--- config.mk ---
export PLATFORM = sky130hd
export DESIGN_NAME = enemy_pool
export DESIGN_NICKNAME = d
export VERILOG_FILES = /design/src/rtl/game_pkg.sv /design/src/rtl/enemy_pool_lfsr10.sv /design/src/rtl/enemy_pool.sv
export SDC_FILE = /design/constraint.sdc
export NUM_CORES = 1
export LEC_CHECK = 0
export CAP_MARGIN = 20
export CORE_MARGIN = 2
export CORE_UTILIZATION = 55
export DETAILED_ROUTE_END_ITERATION = 16
export GPL_TIMING_DRIVEN = 1
export PLACE_DENSITY = 0.76
export SLEW_MARGIN = 20
export SYNTH_ARGS = -nofsm -noshare
export SYNTH_HDL_FRONTEND = slang
export SYNTH_SLANG_ARGS = --single-unit
--- constraint.sdc ---
create_clock -name clk -period 4.6 [get_ports clk]
set_input_delay 1.15 -clock clk [delete_from_list [all_inputs] [get_ports clk]]
set_output_delay 1.15 -clock clk [all_outputs]
set_load 0.05 [all_outputs]
--- src/rtl/game_pkg.sv ---
// Shared game constants, enemy pool FSM encoding and spawn-coordinate helpers.
// No ports; imported by lfsr10 and enemy_pool.
package game_pkg;

  localparam int SCREEN_W    = 640;
  localparam int SCREEN_H    = 480;
  localparam int ENEMY_SIZE  = 20;
  // Largest top-left coordinate that keeps a whole enemy on screen.
  localparam int SPAWN_X_MAX = SCREEN_W - ENEMY_SIZE;  // 620
  localparam int SPAWN_Y_MAX = SCREEN_H - ENEMY_SIZE;  // 460

  localparam logic [9:0] LFSR_SEED = 10'h280;

  typedef enum logic [1:0] {
    ST_IDLE  = 2'd0,
    ST_SPAWN = 2'd1,
    ST_CLEAR = 2'd2
  } state_t;

  // 1023 - 620 < 620, so a single subtract is enough.
  function automatic logic [9:0] spawn_x(input logic [9:0] r);
    logic [9:0] v;
    v = r;
    if (v >= 10'(SPAWN_X_MAX)) v = v - 10'(SPAWN_X_MAX);
    return v;
  endfunction

  // Rotating decorrelates y from x; 1023 needs two subtracts of 460.
  function automatic logic [9:0] spawn_y(input logic [9:0] r);
    logic [9:0] v;
    v = {r[4:0], r[9:5]};
    if (v >= 10'(SPAWN_Y_MAX)) v = v - 10'(SPAWN_Y_MAX);
    if (v >= 10'(SPAWN_Y_MAX)) v = v - 10'(SPAWN_Y_MAX);
    return v;
  endfunction

endpackage

--- src/rtl/enemy_pool_lfsr10.sv ---
// lfsr10: 10-bit maximal-length Fibonacci LFSR (x^10 + x^7 + 1).
// Ports: clk, rst (sync, active-high, loads SEED), value (current state).
// Advances every cycle; a non-zero seed never reaches the all-zero lockup state.
module lfsr10
  import game_pkg::*;
#(
  parameter logic [9:0] SEED = LFSR_SEED
) (
  input  logic       clk,
  input  logic       rst,
  output logic [9:0] value
);

  always_ff @(posedge clk) begin
    if (rst) value <= SEED;
    else     value <= {value[8:0], value[9] ^ value[6]};
  end

endmodule

--- src/rtl/enemy_pool.sv ---
// enemy_pool: fixed pool of enemy slots with timed random spawning, kills,
// bulk clear and a one-cycle-latency box hit test.
// Ports:
//   clk, rst            clock, sync active-high reset
//   enable, tick        spawn enable, game-tick pulse
//   clear_all           deactivate every slot (one per cycle)
//   kill_*              kill request / handshake
//   probe_*, hit*       hit-test request and registered result
//   rd_*                combinational slot read for the renderer
//   active_count        live slot count
//   score_inc           pulse per successful kill
//   spawn_pulse         pulse per spawn
//
// state    | meaning
// ST_IDLE  | waiting; kills accepted, spawn launched when due
// ST_SPAWN | write lowest free slot from the LFSR, one cycle
// ST_CLEAR | deactivate slot clr_idx, walking 0..N_SLOTS-1
module enemy_pool
  import game_pkg::*;
#(
  parameter int N_SLOTS      = 10,
  parameter int SPAWN_PERIOD = 60
) (
  input  logic       clk,
  input  logic       rst,
  input  logic       enable,
  input  logic       tick,
  input  logic       clear_all,
  input  logic       kill_valid,
  input  logic [3:0] kill_idx,
  output logic       kill_ready,
  input  logic       probe_valid,
  input  logic [9:0] probe_x,
  input  logic [9:0] probe_y,
  input  logic [5:0] probe_w,
  input  logic [5:0] probe_h,
  output logic       hit_valid,
  output logic       hit,
  output logic [3:0] hit_idx,
  input  logic [3:0] rd_idx,
  output logic [9:0] rd_x,
  output logic [9:0] rd_y,
  output logic       rd_active,
  output logic [3:0] active_count,
  output logic       score_inc,
  output logic       spawn_pulse
);

  localparam int TW = (SPAWN_PERIOD > 1) ? $clog2(SPAWN_PERIOD) : 1;

  state_t state, state_nxt;

  logic [N_SLOTS-1:0] active;
  logic [9:0]         pos_x [N_SLOTS];
  logic [9:0]         pos_y [N_SLOTS];
  logic [TW-1:0]      tick_cnt;
  logic               spawn_pending;
  logic [3:0]         clr_idx;
  logic [9:0]         rnd;

  logic               kill_acc;
  logic               kill_hit;
  logic               tick_wrap;
  logic               free_found;
  logic [3:0]         free_idx;
  logic [N_SLOTS-1:0] overlap;
  logic               probe_hit;
  logic [3:0]         probe_idx;

  lfsr10 #(.SEED(LFSR_SEED)) u_lfsr (
    .clk   (clk),
    .rst   (rst),
    .value (rnd)
  );

  assign kill_ready  = (state == ST_IDLE);
  assign spawn_pulse = (state == ST_SPAWN);
  assign kill_acc    = kill_valid & kill_ready;
  assign tick_wrap   = tick && (tick_cnt == TW'(SPAWN_PERIOD - 1));

  // Box overlap at 11 bits so px+pw and ex+20 cannot wrap.
  always_comb begin
    overlap = '0;
    for (int i = 0; i < N_SLOTS; i++) begin
      overlap[i] = active[i]
        && ({1'b0, probe_x} < {1'b0, pos_x[i]} + 11'(ENEMY_SIZE))
        && ({1'b0, probe_x} + {5'b0, probe_w} > {1'b0, pos_x[i]})
        && ({1'b0, probe_y} < {1'b0, pos_y[i]} + 11'(ENEMY_SIZE))
        && ({1'b0, probe_y} + {5'b0, probe_h} > {1'b0, pos_y[i]});
    end
  end

  // Descending scans so the lowest matching index is the last one written.
  always_comb begin
    probe_hit    = 1'b0;
    probe_idx    = 4'd0;
    free_found   = 1'b0;
    free_idx     = 4'd0;
    kill_hit     = 1'b0;
    active_count = 4'd0;
    rd_x         = 10'd0;
    rd_y         = 10'd0;
    rd_active    = 1'b0;
    for (int i = N_SLOTS - 1; i >= 0; i--) begin
      if (overlap[i]) begin
        probe_hit = 1'b1;
        probe_idx = 4'(i);
      end
      if (!active[i]) begin
        free_found = 1'b1;
        free_idx   = 4'(i);
      end
      if ((kill_idx == 4'(i)) && active[i]) kill_hit = 1'b1;
      if (rd_idx == 4'(i)) begin
        rd_x      = pos_x[i];
        rd_y      = pos_y[i];
        rd_active = active[i];
      end
      active_count = active_count + 4'(active[i]);
    end
  end

  always_comb begin
    state_nxt = state;
    case (state)
      ST_IDLE: begin
        // An accepted kill takes priority; the spawn stays pending.
        if (spawn_pending && enable && (active_count < 4'(N_SLOTS)) && !kill_acc)
          state_nxt = ST_SPAWN;
      end
      ST_SPAWN: state_nxt = ST_IDLE;
      ST_CLEAR: begin
        if (clr_idx == 4'(N_SLOTS - 1)) state_nxt = ST_IDLE;
      end
      default: state_nxt = ST_IDLE;
    endcase
    if (clear_all) state_nxt = ST_CLEAR;
  end

  always_ff @(posedge clk) begin
    if (rst) state <= ST_IDLE;
    else     state <= state_nxt;
  end

  always_ff @(posedge clk) begin
    if (rst) begin
      active        <= '0;
      tick_cnt      <= '0;
      spawn_pending <= 1'b0;
      clr_idx       <= 4'd0;
      hit_valid     <= 1'b0;
      hit           <= 1'b0;
      hit_idx       <= 4'd0;
      score_inc     <= 1'b0;
      for (int i = 0; i < N_SLOTS; i++) begin
        pos_x[i] <= 10'd0;
        pos_y[i] <= 10'd0;
      end
    end else begin
      score_inc <= 1'b0;
      hit_valid <= probe_valid;
      if (probe_valid) begin
        hit     <= probe_hit;
        hit_idx <= probe_idx;
      end

      if (clear_all) begin
        tick_cnt      <= '0;
        spawn_pending <= 1'b0;
        clr_idx       <= 4'd0;
      end else begin
        if (tick) tick_cnt <= tick_wrap ? '0 : tick_cnt + TW'(1);
        // A fresh wrap in the spawn cycle re-arms the next spawn.
        if (tick_wrap)               spawn_pending <= 1'b1;
        else if (state == ST_SPAWN)  spawn_pending <= 1'b0;

        case (state)
          ST_IDLE: begin
            if (kill_acc && kill_hit) begin
              score_inc <= 1'b1;
              for (int i = 0; i < N_SLOTS; i++)
                if (kill_idx == 4'(i)) active[i] <= 1'b0;
            end
          end
          ST_SPAWN: begin
            if (free_found) begin
              for (int i = 0; i < N_SLOTS; i++) begin
                if (free_idx == 4'(i)) begin
                  active[i] <= 1'b1;
                  pos_x[i]  <= spawn_x(rnd);
                  pos_y[i]  <= spawn_y(rnd);
                end
              end
            end
          end
          ST_CLEAR: begin
            for (int i = 0; i < N_SLOTS; i++)
              if (clr_idx == 4'(i)) active[i] <= 1'b0;
            clr_idx <= clr_idx + 4'd1;
          end
          default: ;
        endcase
      end
    end
  end

endmodule
Yosys cells after proc, flatten, opt, wreduce, memory -nomap -nowiden
Memory sizes are Yosys's and may differ from the RTL's.
Cells that the tools add are included.
Storage, ports and cells
  register bits: 40
  RAM bits: 200
  input bits: 47
  output and inout port bits: 34
  logic and storage cells: 660
  memories kept: 2
Cells by class
  add/subtract/negate cells: 45
  magnitude comparators: 53
  eq/ne operators: 74
  muxes and demuxes: 365
  bitwise operators: 24
  reduce and logical (&&, ||, !) cells: 77
Memories
  pos_x: words 10, bits a word 10, read ports 10, clocked after memory_dff 0, write ports 10, RTL line enemy_pool.sv:54  | logic [9:0] pos_x [N_SLOTS];
  pos_y: words 10, bits a word 10, read ports 10, clocked after memory_dff 0, write ports 10, RTL line enemy_pool.sv:55  | logic [9:0] pos_y [N_SLOTS];
Operators by type and width (number)
  $mux 10: 204
  $add 10x5->11 const B: 20
  $gt 11x10->1: 20
  $lt 10x11->1: 20
  $mux 1: 135
  $ge 10x9->1 const B: 11
  $sub 10x9->10 const B: 11
  $mux 4: 20
  $reduce_and 7->1: 10
  $eq 4x3->1 const B: 16
  $logic_and 1x1->1: 55
  $ne 2x1->1 const B: 23
  $eq 4x2->1 const B: 8
  $eq 4x4->1 const B: 8
  $pmux 10 s3: 1
  $add 4x1->4: 6
  $add 10x6->11: 2
  $ne 2x2->1 const B: 10
  $or 1x1->1: 20
  $eq 4x1->1 const B: 4
  $logic_not 4->1: 4
  $ge 10x10->1 const B: 1
  $sub 10x10->10 const B: 1
  $add 6x1->6 const B: 1
  23 further kinds: 27

Logic depth before layout (Yosys ltp)
  depth after elaboration: 24
  depth in mapped cells: 19
  depth with buffers taken out: 19

Hierarchy
A second synthesis with hierarchy kept.
Second synthesis, totals
  cell total of the unflattened synthesis: 2508
  area, all modules: 22718.0 um^2
Modules (own cells, without submodules)
  enemy_pool: times used 1, cells an instance 2487, area each 22449.0 um^2
  lfsr10: times used 1, cells an instance 21, area each 269.0 um^2

Worst setup path after synthesis
Ideal clock, no wire load.
  path type: in2reg
  from: in probe_x[0]
  to: reg hit_idx[0]
  setup time: 0.128 ns
  arrival: 4.676 ns
  data required time: 4.472 ns
  setup slack: -0.204 ns
  cell stages on the path: 18
  buffers on the path: 0
  cells stage by stage: ha_1 > fa_1 > a211oi_1 > o21bai_1 > a21oi_1 > nor2_1 > xor2_1 > ha_1 > or4_1 > a211oi_1 > a21oi_1 > a21oi_1 > o21ai_0 > nand3_1 > nor2b_1 > o2111a_1 > a2111oi_0 > o41ai_1
On the way
  word-level cells in the longest chain between the ends: 15
Ends and longest elaborated chain
  from (decl): RTL line enemy_pool.sv:33  | input logic [9:0] probe_x,
  $add 10x6->11 or $lt 10x11->1 (tied branches): RTL line enemy_pool.sv:87, enemy_pool.sv:86
  $gt 11x10->1 or $logic_and 1x1->1 (tied branches): RTL line enemy_pool.sv:87, enemy_pool.sv:86
  $logic_and 1x1->1: RTL line enemy_pool.sv:87  | && ({1'b0, probe_x} + {5'b0, probe_w} > {1'b0, pos_x[i]})
  $logic_and 1x1->1: RTL line enemy_pool.sv:88  | && ({1'b0, probe_y} < {1'b0, pos_y[i]} + 11'(ENEMY_SIZE))
  $logic_and 1x1->1: RTL line enemy_pool.sv:89  | && ({1'b0, probe_y} + {5'b0, probe_h} > {1'b0, pos_y[i]});
  $mux 4 (9 in a row): RTL line enemy_pool.sv:105  | if (overlap[i]) begin
  $mux 4 (*): RTL line enemy_pool.sv:105
  to (signal assigned): RTL line enemy_pool.sv:164  | hit_idx <= probe_idx;
  to (decl): RTL line enemy_pool.sv:39  | output logic [3:0] hit_idx,
Every way passes the cells marked *; elsewhere a longest branch is shown, timed or not.
A chain may end at the register's enable or synchronous reset.

Worst setup path after layout
  from: in rd_idx[2]
  to: out rd_x[8]
On the way
  word-level cells in the longest chain between the ends: 11
Ends and longest elaborated chain
  from (decl): RTL line enemy_pool.sv:40  | input logic [3:0] rd_idx,
  $eq 4x4->1: RTL line enemy_pool.sv:114  | if (rd_idx == 4'(i)) begin
  $mux 10 (9 in a row): RTL line enemy_pool.sv:114
  $mux 10 (*): RTL line enemy_pool.sv:114
  to (decl): RTL line enemy_pool.sv:41  | output logic [9:0] rd_x,
Marked as above.

==> results_dict.tcl <==
set metrics [dict create \
    initial_core_util 0.556 \
    synthFlopType "edfxtp_1" \
    power_density_nw_per_um2 277 \
    rows 74 \
    synth-edff-count 200 \
    leakagePower_nw 11.8 \
    synth-seq-cells 240 \
    routed_wl_um 84500 \
    cp-start-kind "input pin" \
    drc_errors 0 \
    netlist_area_sq_um 22600 \
    grt_pass1_wl_um 125000 \
    finalSetupViolCount 4 \
    worst-slew-pin-transition_ns 1.09 \
    grt.overflow.total 0 \
    fmax_ghz 0.216 \
    syn_area_per_cell_sq_um 9.05 \
    fp.dieH_um 207 \
    drive_above_1_share 0.143 \
    ctsHoldBuffers 0 \
    synth_nets 2973 \
    area_growth_pct 21.7 \
    slowest_delay_ns 0.60 \
    wl_per_cell_um 25.4 \
    seq_area_sq_um 6820 \
    fin_worst_skew_ns 0.0211 \
    endpoint_kind "output port" \
    gp_congestion 1.00 \
    coreArea_sq_um 40600 \
    clock_path_buffers 3 \
    worst_path_max_delay_cell "clkdlybuf4s50_1" \
    path_cells "clkdlybuf4s50_1 > nand2b_1 > nor3_2 > buf_12 > a22oi_1 > nand4_1 > o21ai_0 > nand3_1 > buf_12" \
    vdd_drop_max_uv 344 \
    ant_nets 0 \
    criticalPathCategory "input pin to output port" \
    place_area_sq_um 25900 \
    die_area_sq_um 42700 \
    max_slew_margin 0.270 \
    drv_cap 0 \
    critPathRequiredTime_ns 3.45 \
    clockRootBuffer "clkbuf_16" \
    cp_max_fo 21 \
    grt_pass1_vias 21400 \
    hold_path.class "flop to flop" \
    final_cell_mix "ha_1 (409), nor2_1 (270), inv_1 (245), buf_4 (200), edfxtp_1 (200)" \
    clkLatencyLatePin_ns 0.58 \
    io_buffers 80 \
    worstPathArrival_ns 3.49 \
    maxSlewViolCount 0 \
    min_period_ns 4.64 \
    violations "negative setup slack" \
    hold_viol_final 0 \
    setup_ws_ns -0.0386 \
    syn_inst 2494 \
    first_pass_iters 8 \
    drtIter0Drc 2698 \
    multi_input_area_sq_um 15100 \
    fin_crit_sh 1.01 \
    synth_cell_types 77 \
    vias_per_cell 6.63 \
    cts_buffers 28 \
    setup_tns_ns -0.0647 \
    worst-path-buf-inv 3 \
    synth-seq-area-share 0.301 \
    ios 81 \
    stdcell_count 3321 \
    crit_top_cell "buf_12" \
    dp_hpwl_um 64000 \
    ys_warn_count 0 \
    cts_tree "done" \
    async_flop_share 0 \
    status "finished, violations left" \
    p_total_mw 7.62 \
    grt_max_degree 35 \
    path_clk_slew_ns 0.06 \
    antenna_found_initial 0 \
    fin_nets 3244 \
    postLayoutCellArea_sq_um 27500 \
    die-width_um 207 \
    cpLargestDelayFamily "buffers and inverters" \
    layout_commonest_cell "ha_1" \
    fill_cells 3186 \
    num_vias 22000 \
    grt_usage 0.392 \
    grt_setup_unrepaired "true" \
    cts.sinks 240 \
    dp_cells 3251 \
    cts.htree.levels 1 \
]
## Yosys cell counts (all sizes together), types with 15 or more instances
library cell | instances | area [sq um]
xor2 | 35 | 314
nor2b | 31 | 194
a21oi | 136 | 681
dfxtp | 40 | 801
o21ai | 134 | 674
clkbuf | 54 | 203
xnor2 | 121 | 1070
a31oi | 15 | 100
o211ai | 22 | 170
nand4 | 60 | 375
a211oi | 32 | 240
a21o | 53 | 398
nand2 | 110 | 413
nor3 | 49 | 245
o2111ai | 31 | 272
nor2 | 275 | 1050
o21a | 25 | 195
a22oi | 74 | 556
nand3 | 97 | 485
nand2b | 34 | 213
inv | 252 | 946
ha | 424 | 5310
edfxtp | 200 | 6010
## through the flow
step | utilization | hold WS [ns] | setup slack, ns
after CTS | 0.664 | 0.483 | -0.0223
final | 0.676 | 0.486 | -0.0386
after detailed placement | 0.637 | 0.459 | -1.04
after floorplan | - | 0.437 | 0.00646
after global routing | 0.676 | 0.512 | -0.130
after global placement | 0.637 | 0.450 | -0.913
## worst min-delay path: cells and delay by family (launching register included)
kind | cells | cell delay [ns]
AOI/OAI and AO/OA | 1 | 0.06
DFF | 1 | 0.31
and+or+nand+nor | 1 | 0.06
## area by class of cell
cell class | instances | area share
repair buffers | 305 | 0.109
clock inverters | 21 | 0.00883
multi-input cells | 1938 | 0.549
flip-flops and latches | 240 | 0.248
diodes | 2 | 0.000182
well taps | 532 | 0.0242
clock buffers | 31 | 0.0267
inverters | 252 | 0.0345
## kinds of logic (layout without fill, tap and decap cells)
| kind of cell | Yosys count | after routing | share of synthesized area |
|---|---|---|---|
| DFF | 240 | 240 | 0.301 |
| muxes | 13 | 13 | 0.00643 |
| xor gates and xnor gates | 156 | 156 | 0.0615 |
| other | 0 | 2 | 0 |
| AOI/OAI and AO/OA | 633 | 633 | 0.189 |
| buffers and inverters | 316 | 609 | 0.0535 |
| adders and majority gates | 432 | 432 | 0.242 |
| and+or+nand+nor | 704 | 704 | 0.146 |
## report_power, final
group          total [mW]  switching, mW  internal [mW]
clock                2.40          0.971           1.43
sequential           2.58          0.141           2.44
combinational        2.63           1.46           1.17
total                7.62           2.57           5.05
## registers in the layout, indices dropped and copies added, names as in the netlist
signal,flops
active,10
clr_idx,4
hit,1
hit_idx,4
hit_valid,1
pos_x,100
pos_y,100
score_inc,1
spawn_pending,1
state,2
tick_cnt,6
u_lfsr.value,10
## metal layers
layer | up-vias | GRT usage | routed length, um
met2 | 1424 | 0.602 | 36600
li1 | 9790 | - | -
met5 | - | 0 | 0
met4 | 0 | 0.216 | 5330
met1 | 10500 | 0.518 | 32700
met3 | 306 | 0.0813 | 9900
## path summary, 6_finish.rpt
check / startpoint / to / slack (ns) / depth (start not counted)
setup / recovery: rd_idx[2] / rd_x[8] / -0.04 / 9
hold reg to reg: spawn_pending$_SDFFE_PP0P_ / spawn_pending$_SDFFE_PP0P_ / 0.49 / 2
hold / removal: spawn_pending$_SDFFE_PP0P_ / spawn_pending$_SDFFE_PP0P_ / 0.49 / 2
setup reg to reg: pos_x[0][32]$_SDFFCE_PN0P_ / hit_idx[0]$_SDFFE_PP0P_ / 0.77 / 13
## what timing repair did
action                                  CTS  global route
setup buffers                             1            16
resized for setup                        41            86
endpoints found under the setup margin    7             7
pin swaps                                 6            41
No activity file was read; power rests on OpenSTA's default activity.
